--- src/rtl/load_store_request_queue.sv ---
// -----------------------------------------------------------------------------
// load_store_request_queue
//
// Buffers load/store requests from the execute stage in a small FIFO and hands
// them one at a time to the load-store unit (LSU). Each LSU completion is
// turned into a registered response that is held until the consumer takes it.
// A faulted response, once accepted, kills all younger queued requests. A
// pipeline flush empties the queue; an LSU access already in flight is allowed
// to finish (DRAIN) and its result is thrown away.
//
// Ports
//   clk, rst                  clock, asynchronous active-high reset
//   req_valid / req_ready     request handshake from execute stage
//   req_addr/cmd/store_value  request payload
//   flush                     discard all pending work
//   lsu_enable                level request to LSU (head entry)
//   lsu_addr/cmd/store_value  payload of the FIFO head
//   lsu_done / lsu_fault      single-cycle completion pulse / fault qualifier
//   lsu_result                LSU return data, valid with lsu_done
//   resp_valid / resp_ready   response handshake
//   resp_result / resp_fault  registered response payload
//   count                     current FIFO occupancy
//
//   state  | meaning
//   -------+------------------------------------------------------------
//   IDLE   | no LSU access, no response held; waits for a queued entry
//   BUSY   | head entry presented to LSU, waiting for lsu_done
//   RESP   | response held on resp_*, waiting for resp_ready
//   DRAIN  | flushed while LSU busy; waiting for lsu_done to drop result
// -----------------------------------------------------------------------------
module load_store_request_queue #(
   parameter int DEPTH      = 4,
   parameter int ADDR_WIDTH = 32,
   parameter int DATA_WIDTH = 32,
   parameter int CMD_WIDTH  = 4
) (
   input  logic                      clk,
   input  logic                      rst,

   input  logic                      req_valid,
   output logic                      req_ready,
   input  logic [ADDR_WIDTH-1:0]     req_addr,
   input  logic [CMD_WIDTH-1:0]      req_cmd,
   input  logic [DATA_WIDTH-1:0]     req_store_value,

   input  logic                      flush,

   output logic                      lsu_enable,
   output logic [ADDR_WIDTH-1:0]     lsu_addr,
   output logic [CMD_WIDTH-1:0]      lsu_cmd,
   output logic [DATA_WIDTH-1:0]     lsu_store_value,
   input  logic                      lsu_done,
   input  logic                      lsu_fault,
   input  logic [DATA_WIDTH-1:0]     lsu_result,

   output logic                      resp_valid,
   input  logic                      resp_ready,
   output logic [DATA_WIDTH-1:0]     resp_result,
   output logic                      resp_fault,

   output logic [$clog2(DEPTH):0]    count
);

   localparam int PTR_W = $clog2(DEPTH);
   localparam logic [PTR_W:0] PTR_INC = (PTR_W+1)'(1);

   typedef enum logic [1:0] {
      ST_IDLE  = 2'd0,
      ST_BUSY  = 2'd1,
      ST_RESP  = 2'd2,
      ST_DRAIN = 2'd3
   } state_t;

   state_t                  state_q, state_d;
   logic [PTR_W:0]          wr_ptr_q, wr_ptr_d;
   logic [PTR_W:0]          rd_ptr_q, rd_ptr_d;
   logic                    lsu_enable_q, lsu_enable_d;
   logic                    resp_valid_q, resp_valid_d;
   logic [DATA_WIDTH-1:0]   resp_result_q, resp_result_d;
   logic                    resp_fault_q, resp_fault_d;

   logic [ADDR_WIDTH-1:0]   addr_mem_q  [DEPTH];
   logic [CMD_WIDTH-1:0]    cmd_mem_q   [DEPTH];
   logic [DATA_WIDTH-1:0]   store_mem_q [DEPTH];

   logic                    fifo_empty;
   logic                    fifo_full;
   logic                    push;
   logic                    pop;
   logic                    clear_fifo;

   // Extra wrap bit distinguishes full from empty when the low bits match.
   assign fifo_empty = (wr_ptr_q == rd_ptr_q);
   assign fifo_full  = (wr_ptr_q[PTR_W] != rd_ptr_q[PTR_W]) &&
                       (wr_ptr_q[PTR_W-1:0] == rd_ptr_q[PTR_W-1:0]);
   assign count      = wr_ptr_q - rd_ptr_q;

   // A held faulted response will wipe the queue on handshake, so nothing new
   // may slip in behind it.
   assign req_ready  = !fifo_full && !flush && (state_q != ST_DRAIN) &&
                       !(resp_valid_q && resp_fault_q);
   assign push       = req_valid && req_ready;

   assign lsu_enable      = lsu_enable_q;
   assign lsu_addr        = addr_mem_q[rd_ptr_q[PTR_W-1:0]];
   assign lsu_cmd         = cmd_mem_q[rd_ptr_q[PTR_W-1:0]];
   assign lsu_store_value = store_mem_q[rd_ptr_q[PTR_W-1:0]];

   assign resp_valid  = resp_valid_q;
   assign resp_result = resp_result_q;
   assign resp_fault  = resp_fault_q;

   always_comb begin
      state_d       = state_q;
      resp_valid_d  = resp_valid_q;
      resp_result_d = resp_result_q;
      resp_fault_d  = resp_fault_q;
      pop           = 1'b0;
      clear_fifo    = 1'b0;

      case (state_q)
         ST_IDLE: begin
            if (flush) begin
               clear_fifo = 1'b1;
            end else if (!fifo_empty) begin
               state_d = ST_BUSY;
            end
         end

         ST_BUSY: begin
            if (flush) begin
               clear_fifo = 1'b1;
               state_d    = lsu_done ? ST_IDLE : ST_DRAIN;
            end else if (lsu_done) begin
               pop           = 1'b1;
               resp_valid_d  = 1'b1;
               resp_result_d = lsu_result;
               resp_fault_d  = lsu_fault;
               state_d       = ST_RESP;
            end
         end

         ST_RESP: begin
            if (flush) begin
               clear_fifo   = 1'b1;
               resp_valid_d = 1'b0;
               state_d      = ST_IDLE;
            end else if (resp_ready) begin
               resp_valid_d = 1'b0;
               if (resp_fault_q) begin
                  clear_fifo = 1'b1;
                  state_d    = ST_IDLE;
               end else if (!fifo_empty) begin
                  state_d = ST_BUSY;
               end else begin
                  state_d = ST_IDLE;
               end
            end
         end

         ST_DRAIN: begin
            if (lsu_done) begin
               state_d = ST_IDLE;
            end
         end

         default: begin
            state_d = ST_IDLE;
         end
      endcase

      rd_ptr_d = pop  ? (rd_ptr_q + PTR_INC) : rd_ptr_q;
      wr_ptr_d = push ? (wr_ptr_q + PTR_INC) : wr_ptr_q;

      // Emptying by collapsing the write pointer onto the read pointer leaves
      // the in-flight head entry intact, so the LSU payload stays stable while
      // a killed access drains. push is never set together with clear_fifo.
      if (clear_fifo) begin
         wr_ptr_d = rd_ptr_q;
      end

      lsu_enable_d = (state_d == ST_BUSY) || (state_d == ST_DRAIN);
   end

   always_ff @(posedge clk or posedge rst) begin
      if (rst) begin
         state_q       <= ST_IDLE;
         wr_ptr_q      <= '0;
         rd_ptr_q      <= '0;
         lsu_enable_q  <= 1'b0;
         resp_valid_q  <= 1'b0;
         resp_result_q <= '0;
         resp_fault_q  <= 1'b0;
      end else begin
         state_q       <= state_d;
         wr_ptr_q      <= wr_ptr_d;
         rd_ptr_q      <= rd_ptr_d;
         lsu_enable_q  <= lsu_enable_d;
         resp_valid_q  <= resp_valid_d;
         resp_result_q <= resp_result_d;
         resp_fault_q  <= resp_fault_d;
      end
   end

   // Payload storage needs no reset: an entry is only read after it is written.
   always_ff @(posedge clk) begin
      if (push) begin
         addr_mem_q[wr_ptr_q[PTR_W-1:0]]  <= req_addr;
         cmd_mem_q[wr_ptr_q[PTR_W-1:0]]   <= req_cmd;
         store_mem_q[wr_ptr_q[PTR_W-1:0]] <= req_store_value;
      end
   end

endmodule

--- config.mk ---
export PLATFORM = sky130hd
export DESIGN_NAME = load_store_request_queue
export DESIGN_NICKNAME = d
export VERILOG_FILES = /design/src/rtl/load_store_request_queue.sv
export SDC_FILE = /design/constraint.sdc
export NUM_CORES = 1
export LEC_CHECK = 0
export CAP_MARGIN = 25
export CORE_MARGIN = 5
export CORE_UTILIZATION = 28
export DETAILED_ROUTE_END_ITERATION = 8
export MAX_ROUTING_LAYER = met4
export PLACE_DENSITY_LB_ADDON = 0.2
export SYNTH_ARGS = -nofsm -noshare
export SYNTH_HDL_FRONTEND = slang
export SYNTH_SLANG_ARGS = --single-unit
--- constraint.sdc ---
create_clock -name clk -period 4.2 [get_ports clk]
set_clock_uncertainty 0.2 [all_clocks]
set_input_delay 0.84 -clock clk [delete_from_list [all_inputs] [get_ports clk]]
set_output_delay 0.84 -clock clk [all_outputs]
set_load 0.01 [all_outputs]
**Word level (Yosys, flattened, before mapping)**

Memories as Yosys holds them, arrays and structs flattened.
Cells that the tools add are included.

- Register bits after elaboration: 43
- Memory bits (writable): 272
- Output and inout port bits: 107
- Logic and storage cells: 70
- Memories kept: 3

Memories:

| memory | words | width | read ports | clocked after Yosys merged registers in | wr ports | RTL line | text |
|---|---|---|---|---|---|---|---|
| addr_mem_q | 4 | 32 | 1 | 0 | 1 | 82 | `logic [ADDR_WIDTH-1:0] addr_mem_q [DEPTH];` |
| store_mem_q | 4 | 32 | 1 | 0 | 1 | 84 | `logic [DATA_WIDTH-1:0] store_mem_q [DEPTH];` |
| cmd_mem_q | 4 | 4 | 1 | 0 | 1 | 83 | `logic [CMD_WIDTH-1:0] cmd_mem_q [DEPTH];` |

- Add/subtract/negate cells: 3
- Equal/unequal tests: 12
- Muxes and demuxes: 28
- Bitwise operators: 1
- Reductions and logical operators: 16

Operator list:

| cell | number |
|---|---|
| $mux 2 | 8 |
| $mux 1 | 15 |
| $pmux 2 s4 | 1 |
| $add 3x1->3 const B | 2 |
| $eq 2x2->1 const B | 3 |
| $logic_and 1x1->1 | 6 |
| $mux 3 | 2 |
| $ne 2x2->1 const B | 3 |
| $eq 2x1->1 const B | 2 |
| $pmux 1 s2 | 2 |
| $reduce_and 4->1 | 1 |
| $reduce_bool 2->1 | 2 |
| $eq 3x3->1 | 1 |
| $logic_not 1->1 | 3 |
| $ne 3x3->1 const B | 1 |
| $reduce_and 3->1 | 1 |
| $sub 3x3->3 | 1 |
| $eq 2x2->1 | 1 |
| $logic_not 2->1 | 1 |
| $reduce_or 2->1 | 1 |
| $logic_or 1x1->1 | 1 |
| $ne 1x1->1 | 1 |
| $not 1->1 | 1 |

**Logic depth before layout (Yosys ltp)**

- Depth after elaboration: 9
- Depth in mapped cells: 8

**Least setup slack after synthesis**

Ideal clock, no wire load.

- Path kind: reg2reg
- From: register rd_ptr_q[1]
- To: memory addr_mem_q[0][0], enable pin
- Library setup time: 396 ps
- Arrival time: 2486 ps
- Data required time: 3604 ps
- Setup slack: 1118 ps
- Cell stages (with the launch flop): 8
- Buffers on the path: 2
- Clock period less this slack: 3082 ps
- Cell sequence: dfrtp_1 -> clkbuf_1 -> clkbuf_1 -> inv_1 -> ha_1 -> nand2_1 -> o211a_4 -> and2_2

- Word-level cells in the longest chain between the ends: 9

Ends and longest elaborated chain:

| element | RTL line | text |
|---|---|---|
| start, declared | 76 | `logic [PTR_W:0] rd_ptr_q, rd_ptr_d;` |
| start signal, assigned | 197 | `rd_ptr_q <= rd_ptr_d;` |
| $eq 2x2->1 | 95 | `(wr_ptr_q[PTR_W-1:0] == rd_ptr_q[PTR_W-1:0]);` |
| $logic_and 1x1->1 | 94 | `assign fifo_full = (wr_ptr_q[PTR_W] != rd_ptr_q[PTR_W]) &&` |
| $logic_not 1->1 | 100 | `assign req_ready = !fifo_full && !flush && (state_q != ST_DRAIN) &&` |
| $logic_and 1x1->1 (3 in series) | 100 |  |
| $logic_and 1x1->1 | 102 | `assign push = req_valid && req_ready;` |
| $mux 1 | 207 | `if (push) begin` |
| $mux 1 (not written as such) | 208 | `addr_mem_q[wr_ptr_q[PTR_W-1:0]] <= req_addr;` |
| end, declared | 82 |  |

No other way between the ends.

**Final worst setup path**

- From: register rd_ptr_q[0]
- To: output lsu_store_value[4]

- Word-level cells in the longest chain between the ends: 1

Ends and longest elaborated chain:

| element | RTL line | text |
|---|---|---|
| $mem_v2 4x32 | n/a |  |
| end, declared | 51 | `output logic [DATA_WIDTH-1:0] lsu_store_value,` |

No other way between the ends.

==> results.yml <==
timing:
  tns_ns: 0
  worst_hold_slack_ns: 0.304
  fin_crit_sh: 0.890
  tightest_slew_ns: 0.554
  fin_crit_ns: 3.74
  setup_violations: 0
  slew_headroom: 0.628
  rsz0062_at_grt: "false"
  hold_viol: 0
  maxSlewViolCount: 0
  max_freq_mhz: 267
cts:
  cts_max_path_buffers: 3
  cts-root-buf: "clkbuf_16"
  cts_max_level: 2
  post_cts_buffers: 0
  cts_resized: 0
  cts-buffers-inserted: 36
  cts_tree: "built"
  insertion_delay_ns: 0.52
  cts.clk_slew.worst_paths_ns: 0.06
  holdBufCountCts: 0
  cts_sinks: 315
logic_synthesis:
  netlist_instances: 498
  avgSynthCellArea_um2: 23.5
  yosysTopAreaCell: "edfxtp_1"
  async_flop_share: 0.137
  synth_top_area_frac: 0.697
  synth_cell_types: 33
  synth_warnings: 0
  synth_area_um2: 11700
  synth.area.top_cells: "edfxtp_1 70%, mux4_2 13%, dfrtp_1 9.2%"
  synth-seq-area-share: 0.788
  synth_fp_nets: 613
  synth_ff_type: "edfxtp_1"
  synth_edf_count: 272
  synth-seq-cells: 315
place:
  placed_area_um2: 14600
  dp.final_hpwl_um: 15800
  gp_congestion: 0.727
  io_buffers: 213
drt:
  drt_wl_total_um: 26200
  drt_iter0_drc: 181
  post-route-drc-count: 0
  viasPerCell: 4.44
  wl_per_cell_um: 20.1
  drtAntennaViolNets: 0
  firstDrtPassIters: 4
  via_count: 5781
hold_path:
  min_path_type: "reg2reg"
  min_from: "resp_result[13]$_DFFE_PP0P_"
  min_path_cells: 1
  whs_endpoint: "resp_result[13]$_DFFE_PP0P_"
worst_setup_path:
  slowest_stage: "dfrtp_4"
  start_kind: "flop"
  required_ns: 3.16
  r2r-end: "store_mem_q[2][21]$_DFFE_PP_"
  critPathTopFamily: "buffers and inverters"
  worst-path-max-fanout: 29
  path_cells: "buf_12 -> mux4_2 -> clkdlybuf4s50_1"
  endpoint_kind: "output pin"
  crit_arrival_ns: 2.70
  rr_startpoint: "rd_ptr_q[1]$_DFFE_PP0P_"
  path_buf_inv: 2
  slowest_delay_ns: 0.75
  worst_r2r_path_depth: 6
  critPathKind: "reg2out"
  timing.reg2reg.setup_slack_ns: 1.42
status:
  outcome: "finished clean"
global_route:
  grt_pass1_vias: 6596
  track_usage: 0.117
  antenna_found_initial: 1
  grt.overflow.total: 0
  grt_max_degree: 69
  grt_pass1_wl_um: 40400
pwr:
  ir_drop_mv: 0.331
  leakagePower_nw: 5.20
  p_sw_mw: 2.96
  power.share.combinational: 0.325
  seqPwrFrac: 0.396
  powerDensity_nw_per_um2: 677
  p_clk_frac: 0.279
  netSwitchingFraction: 0.278
  p_int_mw: 7.68
floorplanning:
  rows: 75
  ios: 214
  start_util: 0.281
  placeableCoreArea_um2: 41700
  die_height_um: 215
  die-area_um2: 46100
  die_w_um: 215
run:
  drv_cap: 0
finish:
  fin_nets: 853
  layout-drive-gt1-share: 0.222
  syn_to_final_growth_pct: 34.1
  fin_area_um2: 15700
  fillers: 3829
logic make-up (layout without fill, tap and decap cells):
group,after synthesis,in the layout,share of synthesized area
compound gates,18,18,0.0117
xor+xnor,5,5,0.00373
fa+ha+maj,8,8,0.00918
buf+inv,29,293,0.0132
flops,315,315,0.788
mux,101,101,0.162
other cells,0,1,0
simple gates,22,22,0.0115
Yosys cell counts, drive strengths merged, types with 2 or more instances:
library cell and count:
and2 4, buf 12, inv 8, mux2 33, xnor2 4, edfxtp 272
mux4 68, nand3 2, clkbuf 9, a31oi 2, o21ai 6, o21bai 2
nand2 7, nor2 3, dfrtp 43, ha 7
cell usage in the layout, fill, tap and decap left out, drive strengths merged, types with 2 or more instances in the layout:
cell type      instances
edfxtp               272
nand2                  7
clkbuf                44
nand3                  2
mux2                  33
o21ai                  6
buf                   10
bufinv                 3
clkdlybuf4s50        213
dfrtp                 43
inv                    9
o21bai                 2
nor2                   3
xnor2                  4
mux4                  68
clkinv                14
ha                     7
a31oi                  2
and2                   4
power by group through the flow:
stage	sequential, mW	clock, mW	combinational (mW)
2_1_floorplan	4.18	0	1.73
3_3_place_gp	4.27	0	3.53
3_5_place_dp	4.29	0	3.54
4_1_cts	4.24	3.09	3.56
5_1_grt	4.29	3.22	3.71
6_report	4.22	2.97	3.46
sequential cells by signal (all words and copies together) (netlist names):
name and count:
resp_valid 1, lsu_enable 1, wr_ptr_q 3, store_mem_q 128, rd_ptr_q 3, state_q 2
cmd_mem_q 16, addr_mem_q 128, resp_fault 1, resp_result 32
worst max-delay path by stage:
| stage | startpoint | to | slack [ns] | cells after the start |
|---|---|---|---|---|
| 2_1_floorplan | rd_ptr_q[1]$_DFFE_PP0P_ | addr_mem_q[0][0]$_DFFE_PP_ | 1.12 | 7 |
| 3_3_place_gp | flush | req_ready | 0.73 | 4 |
| 3_5_place_dp | flush | req_ready | 0.75 | 4 |
| 4_1_cts | rd_ptr_q[0]$_DFFE_PP0P_ | lsu_store_value[4] | 0.33 | 3 |
| 5_1_grt | rd_ptr_q[0]$_DFFE_PP0P_ | lsu_addr[21] | 0.25 | 3 |
| 6_report | rd_ptr_q[0]$_DFFE_PP0P_ | lsu_store_value[4] | 0.46 | 3 |
worst register-to-register path, cell delays in order (launching register included):
cell     delay (ns)
dfrtp_4        0.75
inv_1          0.13
ha_1           0.34
nand2_1        0.12
o211a_4        0.24
and2_4         0.17
buf_12         0.35
area by class of cell:
class	count	area [um2]	share of cell area
well taps	539	674	0.0429
clock buffers	44	952	0.0606
flip-flops and latches	315	9250	0.589
repair buffers	223	2310	0.147
multi-input cells	154	2330	0.148
diodes	1	2.50	0.000159
clock inverters	18	163	0.0103
inverters	8	30.0	0.00191
layer usage:
metal	wire, um	part of all wire	vias to the layer above	global-route usage
met1	11500	0.44	3002	0.145
met5	0	0	-	-
li1	-	-	2549	-
met2	12400	0.47	192	0.183
met4	444	0.017	0	0.0316
met3	1880	0.072	38	0.0425
through the flow:
stage	power [mW]	util	instances	setup WS (ns)
floorplan	5.91	-	498	1.12
global placement	7.79	0.350	1238	0.727
detailed placement	7.83	0.350	1238	0.747
CTS	10.9	0.377	1300	0.334
global route	11.2	0.377	1302	0.252
finish	10.6	0.377	1302	0.460
(Power assumes the default switching activity.)
